## src/rtl/pc_ctrl_pkg.sv

```systemverilog
// Shared definitions for the program-counter controller: FSM state encoding
// and the default address map used when the block is instantiated bare.
package pc_ctrl_pkg;

  // Controller states. BOOT is the single post-reset settling cycle, RUN is
  // normal sequential/redirected fetch, FAULT parks on an illegal address.
  typedef enum logic [1:0] {
    BOOT  = 2'd0,
    RUN   = 2'd1,
    FAULT = 2'd2
  } state_t;

  // Default address map (32-bit). The top module resizes these to WIDTH.
  localparam logic [31:0] DEF_RESET_ADDR = 32'h0000_3000;
  localparam logic [31:0] DEF_EXC_VECTOR = 32'h0000_4180;
  localparam logic [31:0] DEF_IMEM_BASE  = 32'h0000_3000;
  localparam int          DEF_IMEM_DEPTH = 4096;

  // Increment applied on sequential fetch, one 32-bit instruction word.
  localparam int          FETCH_STEP     = 4;

endpackage : pc_ctrl_pkg

```

## src/rtl/pc_ctrl_range_chk.sv

```systemverilog
// Combinational fetch-address legality check: an address is legal when it is
// word aligned and lies inside the instruction memory window
// [IMEM_BASE, IMEM_BASE + 4*IMEM_DEPTH - 4].
module pc_range_chk
  import pc_ctrl_pkg::*;
#(
  parameter int               WIDTH      = 32,
  parameter logic [WIDTH-1:0] IMEM_BASE  = WIDTH'(DEF_IMEM_BASE),
  parameter int               IMEM_DEPTH = DEF_IMEM_DEPTH
) (
  input  logic [WIDTH-1:0] addr,
  output logic             legal
);

  // The window bounds are evaluated two bits wider than the address so that
  // a window touching the top of the address space cannot overflow and
  // silently wrap the upper bound below the lower one.
  localparam logic [WIDTH+1:0] LO_ADDR = {2'b00, IMEM_BASE};
  localparam logic [WIDTH+1:0] SPAN    = (WIDTH+2)'(IMEM_DEPTH) << 2;
  localparam logic [WIDTH+1:0] HI_ADDR = LO_ADDR + SPAN - (WIDTH+2)'(4);

  logic [WIDTH+1:0] addr_ext;
  logic             aligned;
  logic             in_range;

  assign addr_ext = {2'b00, addr};

  // Alignment and inclusive range comparison combine into the legal flag.
  always_comb begin
    aligned  = (addr[1:0] == 2'b00);
    in_range = (addr_ext >= LO_ADDR) && (addr_ext <= HI_ADDR);
    legal    = aligned && in_range;
  end

endmodule : pc_range_chk

```

## src/rtl/pc_ctrl.sv

```systemverilog
// Program-counter controller. Chooses the next fetch address from exception
// entry, exception return, stall, branch redirect and sequential increment,
// tracks whether the current PC is legal, and keeps the exception return
// address (epc).
module pc_ctrl
  import pc_ctrl_pkg::*;
#(
  parameter int               WIDTH      = 32,
  parameter logic [WIDTH-1:0] RESET_ADDR = WIDTH'(DEF_RESET_ADDR),
  parameter logic [WIDTH-1:0] EXC_VECTOR = WIDTH'(DEF_EXC_VECTOR),
  parameter logic [WIDTH-1:0] IMEM_BASE  = WIDTH'(DEF_IMEM_BASE),
  parameter int               IMEM_DEPTH = DEF_IMEM_DEPTH
) (
  input  logic             clk,
  input  logic             reset_n,
  input  logic             stall,
  input  logic             br_valid,
  input  logic [WIDTH-1:0] br_target,
  input  logic             exc_req,
  input  logic [WIDTH-1:0] exc_epc,
  input  logic             eret,
  output logic [WIDTH-1:0] pc,
  output logic             pc_valid,
  output logic             fault,
  output logic [WIDTH-1:0] epc
);

  state_t           state;
  state_t           next_state;
  logic [WIDTH-1:0] next_pc;
  logic [WIDTH-1:0] next_epc;
  logic [WIDTH-1:0] candidate;
  logic [WIDTH-1:0] pc_plus4;
  logic             cand_legal;
  logic             epc_legal;

  // Sequential fetch address; wraps modulo 2^WIDTH and is then judged by
  // the range checker like any other candidate.
  assign pc_plus4 = pc + WIDTH'(FETCH_STEP);

  // Candidate next PC in strict priority order: exception entry, exception
  // return, stall hold, branch redirect, sequential increment.
  always_comb begin
    candidate = pc_plus4;
    if (exc_req) begin
      candidate = EXC_VECTOR;
    end else if (eret) begin
      candidate = epc;
    end else if (stall) begin
      candidate = pc;
    end else if (br_valid) begin
      candidate = br_target;
    end
  end

  pc_range_chk #(
    .WIDTH      (WIDTH),
    .IMEM_BASE  (IMEM_BASE),
    .IMEM_DEPTH (IMEM_DEPTH)
  ) u_cand_chk (
    .addr  (candidate),
    .legal (cand_legal)
  );

  pc_range_chk #(
    .WIDTH      (WIDTH),
    .IMEM_BASE  (IMEM_BASE),
    .IMEM_DEPTH (IMEM_DEPTH)
  ) u_epc_chk (
    .addr  (epc),
    .legal (epc_legal)
  );

  // Next-state decode. BOOT ignores every input for its single cycle. In
  // RUN the candidate is always loaded and its legality picks RUN or FAULT;
  // a stalled RUN cycle reloads the already-legal pc and never re-faults.
  // FAULT holds pc and only leaves on exception entry or exception return.
  always_comb begin
    next_state = state;
    next_pc    = pc;
    next_epc   = epc;
    case (state)
      BOOT: begin
        next_state = RUN;
      end
      RUN: begin
        next_pc = candidate;
        if (exc_req) begin
          next_epc = exc_epc;
        end
        if (!exc_req && !eret && stall) begin
          next_state = RUN;
        end else if (cand_legal) begin
          next_state = RUN;
        end else begin
          next_state = FAULT;
        end
      end
      FAULT: begin
        if (exc_req) begin
          next_pc    = EXC_VECTOR;
          next_epc   = exc_epc;
          next_state = RUN;
        end else if (eret) begin
          next_pc    = epc;
          next_state = epc_legal ? RUN : FAULT;
        end
      end
      default: begin
        next_state = BOOT;
        next_pc    = RESET_ADDR;
      end
    endcase
  end

  // State, pc and epc registers; reset forces BOOT at the reset address
  // with a cleared epc regardless of the clock.
  always_ff @(posedge clk or negedge reset_n) begin
    if (!reset_n) begin
      state <= BOOT;
      pc    <= RESET_ADDR;
      epc   <= '0;
    end else begin
      state <= next_state;
      pc    <= next_pc;
      epc   <= next_epc;
    end
  end

  // Output flags decode directly from the state, so they are mutually
  // exclusive by construction.
  always_comb begin
    pc_valid = (state == RUN);
    fault    = (state == FAULT);
  end

endmodule : pc_ctrl

```

## config.mk

```make
export PLATFORM = sky130hd
export DESIGN_NAME = pc_ctrl
export DESIGN_NICKNAME = d
export VERILOG_FILES = /design/src/rtl/pc_ctrl_pkg.sv /design/src/rtl/pc_ctrl_range_chk.sv /design/src/rtl/pc_ctrl.sv
export SDC_FILE = /design/constraint.sdc
export NUM_CORES = 1
export LEC_CHECK = 0
export BUFFER_PORTS_ARGS = -buffer_cell sky130_fd_sc_hd__clkbuf_2
export CAP_MARGIN = 20
export CORE_MARGIN = 3
export CORE_UTILIZATION = 30
export DETAILED_ROUTE_END_ITERATION = 10
export PLACE_DENSITY = 0.63
export REMOVE_ABC_BUFFERS = 1
export SKIP_LAST_GASP = 1
export SLEW_MARGIN = 20
export SYNTH_ARGS = -nofsm -noshare
export SYNTH_HDL_FRONTEND = slang
export SYNTH_HIERARCHICAL = 1
export SYNTH_SLANG_ARGS = --single-unit
```

## constraint.sdc

```tcl
create_clock -name clk -period 3.8 [get_ports clk]
set_input_delay 0.57 -clock clk [delete_from_list [all_inputs] [get_ports clk]]
set_output_delay 0.57 -clock clk [all_outputs]
set_load 0.01 [all_outputs]
```

==> metrics.csv, run 1 <==
metric;value;unit
commonest non-fill, non-tap cells in the layout;clkbuf_2 (134), dfrtp_1 (64), nand2_1 (63);
quantity of hold-fixing buffers added after cts;0;
CP endpoint kind;flip-flop;
Final Max Slew Viols;0;
first-pass GRT wire length;27600;µm
status;finished, final reports clean;
# diodes;0;
post-CTS setup buffers;0;
Num Clock Sinks;66;
critical path required time;4.06;ns
most common cell after layout, fill and taps aside;clkbuf_2;
fraction of layout cells with a size suffix above 1;34.1;%
Slowest-stage cell, CP;dfstp_2;
crit-path cells;nand2_1, or3_4, o311a_1, a2111oi_4, nor3_1, nor4_2, nand4_1, nor4_1, a21oi_1, o211a_1, o31ai_1;
r2r setup slk;0.24;ns
Rows;45;
Syn Std Cell Area;0.00477;mm²
DR WL/cell;19.5;µm
final setup fails;0;
CTS Buf Count;9;
met2 usage;29.9;%
Max VDD drop;0.000317;V
wirelength, routed;17800;µm
area delta synth->final;27.5;%
Worst-Skew Late Latency;0.35;ns
leakage;2.68;nW
worst setup path class;flip-flop to flip-flop;
CP delay by family, top;simple AND/OR/NAND/NOR gates;
largest net degree at the start of global routing;48;
GRT overflow;0;
nets@finish;773;
setup TNS;0;ns
placed cells;898;
Syn Inst Count;563;
Worst Tran Pin Value;0.964;ns
worst slew margin relative to its limit;35.5;%
FF-to-FF End;state[0]$_DFFE_PN0N_;
Global Route met3 Usage;5.80;%
drt first pass iters;6;
PortBufs;135;
Clk pin slew, worst setup/hold paths;0.06;ns
# fillers;1560;
Synthesis Warnings;6;
area of the multi-input gates;0.00286;mm²
Clock H-tree levels;3;
initial antenna violation count;0;
HP Class;input pin to asynchronous set/reset pin;
reg2reg start;pc[13]$_DFFE_PN1P_;
most used routing layer;met2;
PD cells;663;mW/mm²
M1 GR Usage;27.7;%
# IOs;136;
core area;0.0154;mm²
Initial Util;31.1;%
via/cell ratio;5.65;
drt drc;0;
CP Buf/Inv Count;0;
Final ANT Viol Nets;0;
DP HPWL;13200;µm
CP Launch Type;flip-flop;
Hold Vio Cnt, Final;0;
vias post-DR;5165;
Die Y;132;µm
unrepaired setup endpoints after global routing;false;
syn avg cell area;8.48;µm²
number of max-cap violations;0;
Critical Path AT;3.81;ns
CTS tree;done;
die footprint;0.0175;mm²
Max Fanout on Critical Path;8;
Die W;132;µm
Final Cycle Share;93.6;%
CTS max path bufs;2;
Final Skew;0.00691;ns
vias in the first global route;4840;
# resized after CTS;0;
R2R depth;11;
final std cells w/o fill;914;
Critical Path Max Stage Delay;0.61;ns
minimum clock period;3.56;ns
Highest Clock Rate;0.281;GHz
Tot GR Track Use;20.1;%
First DRT Iteration DRCs;538;
Root Buffer Master;clkbuf_16;
gp weighted congestion;0.932;
sequential cell area;0.00165;mm²
[power by group]
| group | internal [mW] | total (mW) | switching [mW] | leakage (nW) |
|---|---|---|---|---|
| logic | 0.791 | 1.77 | 0.984 | 1.70 |
| registers | 0.990 | 1.42 | 0.435 | 0.836 |
| clock network | 0.503 | 0.837 | 0.333 | 0.142 |
| total | 2.28 | 4.04 | 1.75 | 2.68 |
[per-layer routing]
layer  routed length, µm  share of wire (%)
met5                   0                  0
met4                 569                3.2
met3                1570                8.8
met2                7800                 44
met1                7880                 44
[per-stage QoR]
step	utilization (%)	hold WS (ns)	instance area [µm²]	worst slack, ns	total power [mW]
2_1_floorplan	-	0.274	4560	0.672	2.37
3_3_place_gp	37.7	0.512	5800	0.341	3.19
3_5_place_dp	37.7	0.523	5800	0.322	3.20
4_1_cts	39.6	0.257	6080	0.300	4.06
5_1_grt	39.6	0.274	6080	0.0504	4.30
6_report	39.6	0.233	6080	0.242	4.04
[sequential cells by signal, indices dropped and copies added (netlist names)]
name   count
epc       32
pc        32
state      2
[worst max-delay path by stage]
stage                       start                   end  slack (ns)  cells after the start
4_1_cts        pc[13]$_DFFE_PN1P_  state[0]$_DFFE_PN0N_        0.30                     11
3_3_place_gp   pc[13]$_DFFE_PN1P_  state[0]$_DFFE_PN0N_        0.34                     11
5_1_grt         pc[2]$_DFFE_PN0P_  state[0]$_DFFE_PN0N_        0.05                     13
3_5_place_dp   pc[13]$_DFFE_PN1P_  state[0]$_DFFE_PN0N_        0.32                     11
6_report       pc[13]$_DFFE_PN1P_  state[0]$_DFFE_PN0N_        0.24                     11
2_1_floorplan  pc[13]$_DFFE_PN1P_  state[0]$_DFFE_PN0N_        0.67                     11
[final cells by class]
cell class | instances | share of cell area (%)
Tap cell | 211 | 4.34
Inverter | 14 | 0.864
Timing Repair Buffer | 172 | 15.9
Sequential cell | 66 | 27.2
Clock buffer | 10 | 3.76
Clock inverter | 6 | 0.946
Multi-Input combinational cell | 435 | 47.0
Note: power is estimated with default switching activity, not from simulation.
==> inputs of run 2 (changes only) <==
- SYNTH_HIERARCHICAL: 1 -> not set
- clock period: 3.8 -> 4.3 ns (I/O delays scaled with it)
==> metrics.csv, run 2 <==
metric;value;unit
status;finished, final reports clean;
sequential cell area;0.00165;mm²
# resized after CTS;0;
final setup fails;0;
core area;0.0153;mm²
final core occ;37.7;%
worst setup margin;1.18;ns
wirelength, routed;17700;µm
Syn Std Cell Area;0.00474;mm²
Die Y;132;µm
gp weighted congestion;0.930;
Synth async-reset ratio;100;%
Worst Tran Pin Value;0.956;ns
Synth cell types;72;
#FFs+latches synth;66;
Clock H-tree levels;3;
First DRT Iteration DRCs;540;
Clk pin slew, worst setup/hold paths;0.06;ns
minimum clock period;3.12;ns
Hold Vio Cnt, Final;0;
syn avg cell area;8.72;µm²
leakage;2.45;nW
Pwr Total;3.64;mW
first-pass GRT wire length;27700;µm
top post-synthesis cells by area;dfrtp_1 (34%), mux2_2 (8.1%), o21ai_0 (5.9%);
CP endpoint kind;flip-flop;
DR WL/cell;20.2;µm
Syn Inst Count;544;
PortBufs;135;
r2r setup slk;1.18;ns
nets@finish;733;
CP Launch Type;flip-flop;
commonest non-fill, non-tap cells in the layout;clkbuf_2 (134), nand2_1 (74), dfrtp_1 (64);
placed cell areas;0.00550;mm²
post-CTS setup buffers;0;
Synthesis Warnings;0;
Critical Path AT;3.35;ns
leading area contributor after synthesis;dfrtp_1;
largest net degree at the start of global routing;41;
Max VDD drop;0.000311;V
# IOs;136;
biggest regs;epc: 32 flops, pc: 32 flops, state: 2 flops;
Root Buffer Master;clkbuf_16;
EDFF count, synth;0;
fraction of layout cells with a size suffix above 1;32.3;%
area delta synth->final;21.8;%
PD cells;631;mW/mm²
drt drc;0;
CTS max path bufs;2;
DP HPWL;12700;µm
quantity of hold-fixing buffers added after cts;0;
Final ANT Viol Nets;0;
Die W;132;µm
CTS tree;done;
initial antenna violation count;0;
setup TNS;0;ns
Synth top area share;33.8;%
vias in the first global route;4707;
HP Class;input pin to asynchronous set/reset pin;
number of max-cap violations;0;
fin area;0.00578;mm²
via/cell ratio;5.58;
worst slew margin relative to its limit;35.6;%
sequential fraction of the synthesis area;34.9;%
placed cells;858;
Max Fanout on Critical Path;8;
GRT overflow;0;
CTS Buf Count;9;
worst setup path class;flip-flop to flip-flop;
vias post-DR;4880;
Fin Hold WS;0.438;ns
cell with the most instances after synthesis;nand2_1;
unrepaired setup endpoints after global routing;false;
commonest cells in the netlist;nand2_1 (74), dfrtp_1 (64), o21ai_0 (56);
Final Cycle Share;72.6;%
Highest Clock Rate;0.320;GHz
Final Skew;0.00724;ns
pre-CTS WS;1.11;ns
Initial Util;31.0;%
Worst-Skew Late Latency;0.35;ns
# diodes;0;
final std cells w/o fill;874;
drt first pass iters;5;
critical path required time;4.53;ns
# fillers;1647;
most common cell after layout, fill and taps aside;clkbuf_2;
area of the multi-input gates;0.00278;mm²
Tot GR Track Use;20.3;%
Rows;45;
Main synth FF type;dfrtp_1;
Num Clock Sinks;66;
Final Max Slew Viols;0;
die footprint;0.0174;mm²
run 2: cell types whose count changed in the layout (fill, tap and decap cells not counted), moves of 7 or more:
| cell | previous run | this run |
|---|---|---|
| a22o_1 | 7 | 0 |
| buf_4 | 36 | 12 |
| nand2_1 | 63 | 74 |
| nor2_1 | 40 | 28 |
| nor4_2 | 8 | 1 |
| o21ai_0 | 38 | 56 |
| or3_1 | 11 | 4 |
| or4_1 | 7 | 0 |
run 2: logic make-up after synthesis:
family	synth area share (%)
XOR/XNOR	0.739
flip-flops	34.9
AND/OR/NAND/NOR	21.1
AO/OA/AOI/OAI	25.7
buffers and inverters	6.49
adder cells (fa/ha/maj)	1.32
multiplexers	9.76
run 2: worst max-delay path, stage by stage (launching register included):
cell,delay [ns]
dfrtp_1,0.48
ha_1,0.27
nand4_1,0.26
nor4_1,0.80
a21o_1,0.21
o21ai_0,0.12
a211oi_1,0.37
nor4_1,0.14
a41oi_1,0.26
o31ai_2,0.08
run 2: final cells by class:
| cell class | count | area share [%] |
|---|---|---|
| Timing Repair Buffer | 147 | 13.3 |
| Multi-Input combinational cell | 424 | 48.1 |
| Inverter | 10 | 0.650 |
| Sequential cell | 66 | 28.6 |
| Tap cell | 211 | 4.57 |
| Clock inverter | 3 | 0.260 |
| Clock buffer | 13 | 4.51 |
run 2: routing by layer:
metal | track usage, % | routed length (µm)
met1 | 28.1 | 7830
met2 | 31.9 | 8190
met3 | 4.94 | 1410
met4 | 5.08 | 262
met5 | 0 | 0
run 2: worst paths after layout:
path,from,endpoint,cells past startpoint
min in group clk,exc_epc[15],epc[15]$_DFFE_PN0P_,2
hold / removal,reset_n,epc[16]$_DFFE_PN0P_,1
setup reg to reg,pc[2]$_DFFE_PN0P_,state[0]$_DFFE_PN0N_,9
setup / recovery,pc[2]$_DFFE_PN0P_,state[0]$_DFFE_PN0N_,9
hold reg to reg,epc[9]$_DFFE_PN0P_,epc[9]$_DFFE_PN0P_,1
max in group asynchronous,reset_n,pc[13]$_DFFE_PN1P_,2
run 2: where the power goes:
group / switching, mW / internal, mW
sequential: 0.456 / 0.887
clock: 0.283 / 0.419
combinational: 0.906 / 0.692
total: 1.65 / 2.00
